===== src/rtl/common_pkg.sv =====
// common_pkg: shared SPI SRAM command constants and memory-controller state types.
package common_pkg;
`ifdef MEM_CTRL_SRAM_INIT_EN
  typedef enum logic [1:0] {IDLE, SHIFT, DONE, INIT} mem_state_t;
`else
  typedef enum logic [1:0] {IDLE, SHIFT, DONE} mem_state_t;
`endif
  typedef enum logic [1:0] {OP_FETCH, OP_READ, OP_WRITE, OP_INIT} mem_op_t;
  localparam logic [7:0] SPI_CMD_READ  = 8'h03;
  localparam logic [7:0] SPI_CMD_WRITE = 8'h02;
  localparam logic [7:0] SPI_CMD_WRMR  = 8'h01;
  localparam logic [7:0] SPI_MODE_SEQ  = 8'h40;
endpackage


===== src/rtl/spi_bit_engine.sv =====
// spi_bit_engine: mode-0 SPI shifter, two clocks per bit, MSB-first, MISO captured at the end of the SCK-high phase.
module spi_bit_engine #(
  parameter int TXW = 40,
  parameter int RXW = 16
) (
  input  logic           clk_in,
  input  logic           reset_n_in,
  input  logic           start,
  input  logic           en,
  input  logic [5:0]     len,
  input  logic [TXW-1:0] tx,
  input  logic           miso,
  output logic           sck,
  output logic           mosi,
  output logic           last,
  output logic [RXW-1:0] rx_next
);
  logic [TXW-1:0] tx_sh;
  logic [RXW-2:0] rx;
  logic [5:0]     cnt;
  logic           phase;
  always_ff @(posedge clk_in or negedge reset_n_in)
    if (!reset_n_in) begin
      tx_sh <= '0;
      rx    <= '0;
      cnt   <= '0;
      phase <= 1'b0;
    end else if (start) begin
      tx_sh <= tx;
      cnt   <= len;
      phase <= 1'b0;
    end else if (en) begin
      phase <= ~phase;
      if (phase) begin
        tx_sh <= tx_sh << 1;
        rx    <= rx_next[RXW-2:0];
        cnt   <= cnt - 6'd1;
      end
    end
  assign sck     = en & phase;
  assign mosi    = en & tx_sh[TXW-1];
  assign last    = en & phase & (cnt == 6'd0);
  assign rx_next = {rx, miso};
endmodule


===== src/rtl/mem_ctrl_spi.sv =====
// mem_ctrl_spi: serves fetch/load/store requests as SPI SRAM frames.
// Define MEM_CTRL_SRAM_INIT_EN to send a WRMR (sequential mode) frame after reset.
module mem_ctrl_spi
  import common_pkg::*;
#(
  parameter int ADDR_WIDTH = 16,
  parameter int INST_BYTES = 2
) (
  input  logic                    clk_in,
  input  logic                    reset_n_in,
  input  logic                    inst_fetch_req_in,
  input  logic                    data_read_req_in,
  input  logic                    data_write_req_in,
  input  logic [ADDR_WIDTH-1:0]   inst_addr_in,
  input  logic [ADDR_WIDTH-1:0]   data_addr_in,
  input  logic [7:0]              wdata_in,
  output logic                    mem_busy_out,
  output logic                    inst_fetch_done_out,
  output logic                    data_read_done_out,
  output logic [8*INST_BYTES-1:0] inst_out,
  output logic [7:0]              rdata_out,
  output logic                    spi_cs_n_out,
  output logic                    spi_sck_out,
  output logic                    spi_mosi_out,
  input  logic                    spi_miso_in
);
  localparam int DW  = 8 * INST_BYTES;
  localparam int TXW = 8 + ADDR_WIDTH + DW;
`ifdef MEM_CTRL_SRAM_INIT_EN
  localparam mem_state_t ST_RESET = INIT;
`else
  localparam mem_state_t ST_RESET = IDLE;
`endif
  mem_state_t     state, state_next;
  mem_op_t        op, op_next;
  logic           any_req, start, last;
  logic [TXW-1:0] tx;
  logic [5:0]     len;
  logic [DW-1:0]  rx_next;
  assign any_req = inst_fetch_req_in | data_read_req_in | data_write_req_in;
  always_ff @(posedge clk_in or negedge reset_n_in)
    if (!reset_n_in) state <= ST_RESET;
    else state <= state_next;
  always_comb begin
    state_next = state == IDLE  ? (any_req ? SHIFT : IDLE) :
                 state == SHIFT ? (last ? DONE : SHIFT) :
                 state == DONE  ? IDLE : SHIFT;
`ifdef MEM_CTRL_SRAM_INIT_EN
    start = state == INIT || (state == IDLE && any_req);
`else
    start = state == IDLE && any_req;
`endif
    // Anything other than IDLE that starts a frame is the power-up WRMR
    op_next = state != IDLE       ? OP_INIT :
              inst_fetch_req_in   ? OP_FETCH :
              data_read_req_in    ? OP_READ : OP_WRITE;
    tx = op_next == OP_FETCH ? {SPI_CMD_READ, inst_addr_in, DW'(0)} :
         op_next == OP_READ  ? {SPI_CMD_READ, data_addr_in, DW'(0)} :
         op_next == OP_WRITE ? {SPI_CMD_WRITE, data_addr_in, DW'(wdata_in) << (DW - 8)} :
                               TXW'({SPI_CMD_WRMR, SPI_MODE_SEQ}) << (TXW - 16);
    len = op_next == OP_FETCH ? 6'(TXW - 1) :
          op_next == OP_INIT  ? 6'd15 : 6'(TXW - DW + 7);
  end
  always_comb begin
    mem_busy_out        = state != IDLE;
    spi_cs_n_out        = state != SHIFT;
    inst_fetch_done_out = state == DONE && op == OP_FETCH;
    data_read_done_out  = state == DONE && op == OP_READ;
  end
  always_ff @(posedge clk_in or negedge reset_n_in)
    if (!reset_n_in) begin
      op        <= OP_FETCH;
      inst_out  <= '0;
      rdata_out <= '0;
    end else begin
      if (start) op <= op_next;
      if (last && op == OP_FETCH) inst_out <= rx_next;
      if (last && op == OP_READ) rdata_out <= rx_next[7:0];
    end
  spi_bit_engine #(.TXW(TXW), .RXW(DW)) u_engine (
    .clk_in     (clk_in),
    .reset_n_in (reset_n_in),
    .start      (start),
    .en         (state == SHIFT),
    .len        (len),
    .tx         (tx),
    .miso       (spi_miso_in),
    .sck        (spi_sck_out),
    .mosi       (spi_mosi_out),
    .last       (last),
    .rx_next    (rx_next)
  );
endmodule

===== config.mk =====
export PLATFORM = sky130hd
export DESIGN_NAME = mem_ctrl_spi
export DESIGN_NICKNAME = d
export VERILOG_FILES = /design/src/rtl/common_pkg.sv /design/src/rtl/spi_bit_engine.sv /design/src/rtl/mem_ctrl_spi.sv
export SDC_FILE = /design/constraint.sdc
export NUM_CORES = 1
export LEC_CHECK = 0
export CAP_MARGIN = 10
export CORE_UTILIZATION = 46
export CTS_CLUSTER_DIAMETER = 200
export CTS_CLUSTER_SIZE = 20
export DETAILED_ROUTE_END_ITERATION = 16
export GPL_ROUTABILITY_DRIVEN = 0
export GPL_TIMING_DRIVEN = 0
export PLACE_DENSITY = 0.77
export REMOVE_ABC_BUFFERS = 1
export SKIP_LAST_GASP = 1
export SYNTH_ARGS = -nofsm -noshare
export SYNTH_HDL_FRONTEND = slang
export SYNTH_SLANG_ARGS = --single-unit
export TNS_END_PERCENT = 20

===== constraint.sdc =====
create_clock -name clk_in -period 2.8 [get_ports clk_in]
set_input_delay 0.56 -clock clk_in [delete_from_list [all_inputs] [get_ports clk_in]]
set_output_delay 0.56 -clock clk_in [all_outputs]
set_load 0.01 [all_outputs]

; ---- Yosys cells after proc, flatten, opt, wreduce, memory -nomap -nowiden
; Index checks and enable logic that the tools add are counted.
; W data, S select, Z words.
[word_totals]
reg_bits = 90
inputBits = 46
out_inout_bits = 30
elab_cells = 58
[op_classes]
add_sub_neg = 1
n_eq_ne = 7
muxes = 21
bitwise_logic = 7
n_reduce_logical = 14
[ops]
columns = op, count
row1 = $mux W40, 3
row2 = $mux W34, 3
row3 = $mux W6, 4
row4 = $mux W2, 6
row5 = $eq A2 B1 Y1 const B, 3
row6 = $eq A2 B2 Y1 const B, 3
row7 = $logic_not A2 Y1, 3
row8 = $logic_not A6 Y1, 1
row9 = $reduce_bool A2 Y1, 3
row10 = $sub A6 B1 Y6 const B, 1
row11 = $logic_and A1 B1 Y1, 5
row12 = $mux W5, 1
row13 = $mux W1, 4
row14 = $and A1 B1 Y1, 3
row15 = $reduce_and A3 Y1, 1
row16 = $ne A2 B1 Y1 const B, 1
row17 = $not A1 Y1, 2
row18 = $or A1 B1 Y1, 2
row19 = $reduce_and A2 Y1, 1

; ---- Depth between registers and ports, before layout
; Gate-level depths: netlist of the first run.
[depth]
ltp_word = 8
ltp_mapped = 11
depth_no_buf = 8

; ---- Modules after synthesis
; From an unflattened synthesis of the first run, not the netlist that was laid out.
[unflattened]
hier_cells = 372
area_unflattened_um2 = 4287.9
[by_module_without_submodules]
columns = mod, n_inst, cells_each, area_each_um2, seq_area_each_um2
row1 = spi_bit_engine, 1, 254, 2870.3, 1551.5
row2 = mem_ctrl_spi, 1, 118, 1417.6, 700.7

; ---- Worst setup path before layout of the first run
; No wires, ideal clock.
[synth_path]
path_type = flip-flop to flip-flop
startpoint = reg state[0]
endpoint = reg u_engine.tx_sh[30]
setup_ns = 0.082
arrival_time_ns = 2.071
required_ns = 2.718
path_slack_ns = 0.647
stages_incl_launch_ff = 11
n_path_buf = 2
period_less_slack_ns = 2.153
path_cell_list = dfrtp_1 -> buf_4 -> nor2_1 -> inv_1 -> nor2_1 -> inv_1 -> ha_1 -> or2_0 -> clkbuf_1 -> a221o_1 -> a31oi_1
[synth_between]
elab_chain_cells = 7
elab_cells_between_ends = 15
classes_between = eq/ne (3) / mux (5) / reduce/logical (7)
[synth_lines]
columns = item, line
row1 = from (decl), mem_ctrl_spi.sv:34  ; mem_state_t state, state_next;
row2 = from (signal assigned), mem_ctrl_spi.sv:43  ; else state <= state_next;
row3 = $reduce_bool A2 Y1 (*), --
row4 = via mem_busy_out, mem_ctrl_spi.sv:17  ; output logic mem_busy_out,
row5 = $mux W2 (*), mem_ctrl_spi.sv:54  ; op_next = state != IDLE ? OP_INIT :
row6 = via op_next[1], mem_ctrl_spi.sv:35  ; mem_op_t op, op_next;
row7 = $eq A2 B2 Y1, mem_ctrl_spi.sv:59  ; op_next == OP_WRITE ? {SPI_CMD_WRITE, data_addr_in, DW'(wdata_in) << (DW - 8)} :
row8 = $mux W34, mem_ctrl_spi.sv:59
row9 = $mux W34, mem_ctrl_spi.sv:58  ; op_next == OP_READ ? {SPI_CMD_READ, data_addr_in, DW'(0)} :
row10 = $mux W34 (*), mem_ctrl_spi.sv:57  ; tx = op_next == OP_FETCH ? {SPI_CMD_READ, inst_addr_in, DW'(0)} :
row11 = $mux W40 (*), spi_bit_engine.sv:28  ; end else if (start) begin
row12 = to (signal assigned), spi_bit_engine.sv:29  ; tx_sh <= tx;
row13 = to (signal assigned), spi_bit_engine.sv:35  ; tx_sh <= tx_sh << 1;
row14 = to (decl), spi_bit_engine.sv:18  ; logic [TXW-1:0] tx_sh;
; Mark *: on every way through the listed nets, which the timed path passes. The rest lies on a longest branch.
; A chain may end at the register's enable or synchronous reset.

; ---- Worst setup path after layout of the first run
[layout_path]
startpoint = reg state[0]
endpoint = out spi_sck_out
[layout_between]
elab_chain_cells = 2
[layout_lines]
columns = item, line
row1 = $eq A2 B1 Y1, mem_ctrl_spi.sv:84  ; .en (state == SHIFT),
row2 = $and A1 B1 Y1, spi_bit_engine.sv:40  ; assign sck = en & phase;
row3 = to (decl), mem_ctrl_spi.sv:23  ; output logic spi_sck_out,
; No other way between the ends.

==> metrics.md, run 1 <==
| Metric | Value |
|---|---|
| Post-Synthesis Cell Area | 3700 um^2 |
| Worst r2r path cells | 8 |
| DRC Markers | 0 |
| Switching power total | 1.601 mW |
| Syn avg cell area | 10.14 um^2 |
| RSZ-0062 raised after global routing | yes |
| # setup viols final | 0 |
| Seq/Total Area, Yosys | 55.46% |
| Fmax | 370.9 MHz |
| Total CTS buffers | 9 |
| Fillers | 664 |
| Dpl cells | 520 |
| Final min period | 2.696 ns |
| Global-route usage over all layers | 19.74% |
| Skew-Pair Late Insertion Delay | 0.35 ns |
| Hold_ws | 0.08217 ns |
| Area Growth Syn to Fin | 26.95% |
| Yosys top cell area share | 55.46% |
| Horiz. Die Dim | 91.68 um |
| Ant. Diodes | 0 |
| HP Class | input pin to async pin |
| CP Capture Type | primary output |
| Nets | 480 |
| Vias per cell | 5.317 |
| Vias in the first global route | 2702 |
| Period utilisation layout | 96.29% |
| Clk sink count | 82 |
| WL/cell | 14.29 um |
| Crit path from | state[0] |
| Clock Tree Root | clkbuf_8 |
| Synth Warn # | 0 |
| Drt total wl | 7660 um |
| Leak | 2.074 nW |
| Worst EP arrival | 2.14 ns |
| R2R Setup Slk | 0.15 ns |
| Core Area | 7767 um^2 |
| Post-DP HPWL | 5176 um |
| DRT iter0 DRCs | 122 |
| DR vias | 2850 |
| VDD IR-drop max | 0.0003327 V |
| IO Port Bufs | 75 |
| CTS tree | built |
| CP Class | flip-flop to primary output |
| Final Hold Viols | 0 |
| Syn Inst Count | 365 |
| Pins Over Slew Limit | 0 |
| Fraction of power consumed by the clock network | 17.9% |
| CP Launch Type | flip-flop |
| # rows | 32 |
| Maxcap violations | 0 |
| Vert. Die Dim | 91.68 um |
| Required time worst endpoint | 2.24 ns |
| Drt pass-1 iters | 4 |
| Area of the multi-input gates | 1496 um^2 |
| CP Max Fanout | 30 |
| Remaining Overflow, GRT | 0 |
| Die area | 8405 um^2 |
| Remaining antenna violation count | 0 |
| Cell Pwr Density | 894.7 nW/um^2 |
| #FFs+latches synth | 82 |
| Register area | 2052 um^2 |
| Post-CTS Setup Bufs | 0 |
| Sw Ratio | 38.10% |
| R2R Path End | u_engine.tx_sh[30] |
| First-pass GRT wire length | 12970 um |
| Dominant cell type by area after synthesis | dfrtp_1 |
| Top post-synthesis cells by area | dfrtp_1 55%, nand2_1 5.6%, nand3_1 5.1%, mux2_2 4.3%, mux2_4 4.1% |
| Skew final | 0.007910 ns |
| Worst setup endpoint | spi_sck_out |
| Worst r2r src | state[0] |
| Comb power frac | 37.5% |
| Pint | 2.602 mW |
| Top Ports | 76 |
| Relative slew slack | 30.23% |
| Post-route insts no fill | 536 |
| Fraction of layout cells with a size suffix above 1 | 11.52% |
| Clock slew at reported path FFs | 0.08 ns |
| Status | completed |
| Initial Utilization | 47.63% |
| Initial antenna violation count | 0 |
| Max Root-Sink Buffers | 2 |
| Tightest Pin Transition | 1.046 ns |
| Largest net degree at the start of global routing | 65 |
| Seq pwr share | 44.6% |
| H-tree level count | 3 |
| Netlist cell types | 42 |
## Yosys cell counts, drive strengths merged
master	n
nand3	38
a31o	1
ha	5
a31oi	17
nand2b	2
a22oi	1
inv	10
nor2	32
o31ai	1
a32o	2
mux2	24
a22o	4
a21oi	28
nor4bb	1
o21ai	12
and3	2
nor2b	3
dfrtp	82
nor3b	1
nand4b	1
clkbuf	19
buf	7
nor4	2
nor4b	1
a221oi	1
a221o	2
or3	2
nor3	4
or2	2
nand3b	2
nand2	55
o22a	1
## per-stage QoR
stage	setup WS, ns	area (um^2)	total power, mW	util, %	TNS (ns)
detailed placement	-0.2477	4513	3.474	58.10	-4.203
CTS	0.01704	4688	4.248	60.36	0
global placement	-1.630	4453	3.365	57.33	-165.59
global route	-0.03426	4697	4.512	60.47	-0.05476
finish	0.1038	4697	4.203	60.47	0
floorplan	0.1973	3575	2.859	-	0
## what timing repair did
item,CTS,global route
hold buffers,0,0
gates resized for setup,1,2
endpoints found under the setup margin,17,34
hold endpoints to repair,0,0
## final cells by class
cell class,count,area share (%)
Sequential cell,82,43.69
Timing Repair Buffer,79,17.16
Tap cell,102,2.717
Inverter,10,0.9057
Multi-Input combinational cell,247,31.86
Clock buffer,12,3.090
Clock inverter,4,0.5860
## metal layers
layer	track usage (%)	vias to the layer above	part of all wire [%]
met3	5.390	7	4.5
met4	6.481	0	0.94
met1	26.32	1371	47
met5	0	-	0
li1	-	1389	-
met2	31.27	83	48
## logic make-up (layout without fill, tap and decap cells)
kind of cell	Yosys count	in the layout	synth area share [%]
AOI/OAI and AO/OA	70	70	11.43
muxes	24	24	8.319
buffers and inverters	36	105	4.396
DFF	82	82	55.46
and+or+nand+nor	148	148	18.70
adders and majority gates	5	5	1.691
## placed cells by master (no fill, tap or decap), types with 2 or more instances in the layout
cell	count
clkbuf_8	10
and3_1	2
a22o_1	4
clkinvlp_4	3
ha_1	5
mux2_2	14
nor4_1	2
buf_4	2
inv_1	9
a32o_1	2
nor2b_1	3
nand2b_1	2
nor2_1	32
nor3_1	2
a21oi_1	28
or3_1	2
buf_6	2
clkbuf_1	2
dfrtp_1	82
a221o_1	2
mux2_4	10
o21ai_0	12
a31oi_1	17
clkdlybuf4s50_1	74
nand2_1	55
nand3_1	38
## critical path, cell delays in order (launching register included)
cell and delay (ns):
dfrtp_1 0.52, nand3b_4 0.34, inv_6 0.32, clkdlybuf4s50_1 0.60
## power groups by stage
stage	Clock (mW)	Sequential [mW]	Combinational [mW]
finish	0.751	1.87	1.58
global route	0.823	1.93	1.76
CTS	0.785	1.87	1.59
detailed placement	0	1.90	1.58
global placement	0	1.87	1.49
floorplan	0	1.84	1.02
## sequential cells by signal (all words and copies together) (netlist names)
signal          flops
u_engine.phase      1
u_engine.cnt        6
op                  2
inst_out           16
u_engine.tx_sh     32
u_engine.rx        15
state               2
rdata_out           8
## worst min path at each step
stage / start / slack, ns / cells after the start / to
after floorplan: reset_n_in / 0.26 / 0 / inst_out[0]
after global placement: u_engine.rx[14] / 0.46 / 2 / u_engine.rx[14]
after detailed placement: reset_n_in / 0.45 / 1 / inst_out[4]
after CTS: reset_n_in / 0.07 / 1 / rdata_out[4]
after global routing: reset_n_in / 0.08 / 1 / inst_out[5]
final: reset_n_in / 0.08 / 1 / rdata_out[3]
Power figures use the tool's default switching activity.
==> run 2, diff against run 1 <==
- CAP_MARGIN: 10 -> 25
- CORE_ASPECT_RATIO: not set -> 1.5
==> metrics.md, run 2 (synthesized netlist as in run 1, its figures left out) <==
| Metric | Value |
|---|---|
| CP Launch Type | flip-flop (unchanged) |
| Global-route usage over all layers | 20.09% (was 19.74%) |
| Clk sink count | 82 (unchanged) |
| Remaining Overflow, GRT | 0 (unchanged) |
| CTS tree | built (unchanged) |
| Final setup TNS | 0 ns (unchanged) |
| Vert. Die Dim | 111.8 um (was 91.68 um) |
| RSZ-0062 raised after global routing | yes (unchanged) |
| Final min period | 2.688 ns (was 2.696 ns) |
| Worst EP arrival | 2.13 ns (was 2.14 ns) |
| R2R Setup Slk | 0.22 ns (was 0.15 ns) |
| Cts hold-fix bufs | 0 (unchanged) |
| Final core utilization | 62.50% (was 60.47%) |
| WL/cell | 14.52 um (was 14.29 um) |
| Nets | 481 (was 480) |
| Maxcap violations | 0 (unchanged) |
| Regs by FF count | u_engine.tx_sh: 32 flops, inst_out: 16 flops, u_engine.rx: 15 flops (unchanged) |
| Core Area | 7710 um^2 (was 7767 um^2) |
| Post-DP HPWL | 5284 um (was 5176 um) |
| Relative slew slack | 30.94% (was 30.23%) |
| Post-route insts no fill | 535 (was 536) |
| VDD IR-drop max | 0.0005404 V (was 0.0003327 V) |
| HP Class | input pin to async pin (unchanged) |
| Max FFs per register | 32 (unchanged) |
| Drt total wl | 7770 um (was 7660 um) |
| Horiz. Die Dim | 75.23 um (was 91.68 um) |
| Critical path buffers and inverters | 2 (unchanged) |
| Pins Over Slew Limit | 0 (unchanged) |
| Period utilisation layout | 96.00% (was 96.29%) |
| First-pass GRT wire length | 12990 um (was 12970 um) |
| Skew final | 0.005114 ns (was 0.007910 ns) |
| Clock Tree Root | clkbuf_16 (was clkbuf_8) |
| Initial antenna violation count | 0 (unchanged) |
| H-tree level count | 3 (unchanged) |
| Skew-Pair Late Insertion Delay | 0.33 ns (was 0.35 ns) |
| # rows | 39 (was 32) |
| Leak | 2.134 nW (was 2.074 nW) |
| Hold_ws | 0.2194 ns (was 0.08217 ns) |
| Area after DPL | 4513 um^2 (unchanged) |
| IO Port Bufs | 75 (unchanged) |
| Tightest Pin Transition | 1.030 ns (was 1.046 ns) |
| Largest Register | u_engine.tx_sh (unchanged) |
| DP Worst Slack | -0.3856 ns (was -0.2477 ns) |
| Clock slew at reported path FFs | 0.06 ns (was 0.08 ns) |
| Drt pass-1 iters | 4 (unchanged) |
| Area Growth Syn to Fin | 30.23% (was 26.95%) |
| Fraction of layout cells with a size suffix above 1 | 11.78% (was 11.52%) |
| CP Class | flip-flop to primary output (unchanged) |
| # setup viols final | 0 (unchanged) |
| DR vias | 2955 (was 2850) |
| DRC Markers | 0 (unchanged) |
| Setup ws final | 0.1121 ns (was 0.1038 ns) |
| Fmax | 372.0 MHz (was 370.9 MHz) |
| Final Hold Viols | 0 (unchanged) |
| Largest net degree at the start of global routing | 45 (was 65) |
| Worst r2r path cells | 5 (was 8) |
| Status | completed (unchanged) |
| Commonest non-fill, non-tap cell in the layout | dfrtp_1 (unchanged) |
| Initial Utilization | 47.99% (was 47.63%) |
| Max Root-Sink Buffers | 2 (unchanged) |
| Dpl cells | 520 (unchanged) |
| DRT iter0 DRCs | 157 (was 122) |
| Vias per cell | 5.523 (was 5.317) |
| Top Ports | 76 (unchanged) |
| CP max stage delay | 0.59 ns (was 0.60 ns) |
| R2R Path End | inst_out[8] (was u_engine.tx_sh[30]) |
| Vias in the first global route | 2874 (was 2702) |
| Critical path cell sequence | nand3b_4 -> inv_6 -> clkdlybuf4s50_1 (unchanged) |
| Total power | 4.622 mW (was 4.203 mW) |
| Total CTS buffers | 9 (unchanged) |
| CP Max Fanout | 30 (unchanged) |
| Die area | 8413 um^2 (was 8405 um^2) |
| Cell Pwr Density | 959.3 nW/um^2 (was 894.7 nW/um^2) |
| Worst r2r src | state[0] (unchanged) |
| Final Cell Area | 4818 um^2 (was 4697 um^2) |
| Ant. Diodes | 0 (unchanged) |
| Remaining antenna violation count | 0 (unchanged) |
| CP Capture Type | primary output (unchanged) |
| Crit path max-delay cell type | clkdlybuf4s50_1 (unchanged) |
| Required time worst endpoint | 2.24 ns (about the same) |
| Crit path max-delay family | buffers and inverters (unchanged) |
| Most frequent cells in the layout | 82 x dfrtp_1, 74 x clkdlybuf4s50_1, 55 x nand2_1, 38 x nand3_1, 32 x nor2_1 (unchanged) |
[run 2: area by class of cell]
type                       count  area [um^2]
timing repair buffer          80        820.8
fill                         696         2892
tap                          102        127.6
inverter                      10        42.54
clock inverter                 3        42.54
multi-input combinational    247         1500
clock buffer                  11        232.7
sequential                    82         2052
[run 2: where the power goes]
part,total (mW),switching (mW),internal (mW)
Clock,1.11,0.435,0.679
Combinational,1.63,0.944,0.686
Sequential,1.88,0.282,1.60
Total,4.62,1.66,2.96
[run 2: worst reg2reg max path: stages, from the launching register on]
cell and delay, ns:
dfrtp_1 0.53, nand3b_4 0.36, inv_6 0.31, nand4b_2 0.18, or3_2 0.68, mux2_4 0.40
[run 2: repair_timing]
item	4_1_cts	5_1_grt
buffers inserted	0	0
endpoints found under the setup margin	30	33
gates resized for setup	2	4
[run 2: worst max path at each step]
stage,startpoint,end,slack [ns],depth (start not counted)
global placement,reset_n_in,rdata_out[3],-1.61,1
global route,state[0],spi_sck_out,-0.04,3
CTS,state[0],spi_sck_out,0.04,3
finish,state[0],spi_sck_out,0.11,3
floorplan,inst_fetch_req_in,u_engine.cnt[3],0.20,4
detailed placement,data_read_req_in,u_engine.tx_sh[17],-0.39,8
[run 2: routing by layer]
layer / GRT usage [%] / wire length (um) / up-vias
li1: - / - / 1396
met1: 24.54 / 3271 / 1461
met2: 33.69 / 4030 / 92
met4: 6.049 / 65 / 0
met3: 5.973 / 402 / 6
met5: 0 / 0 / -
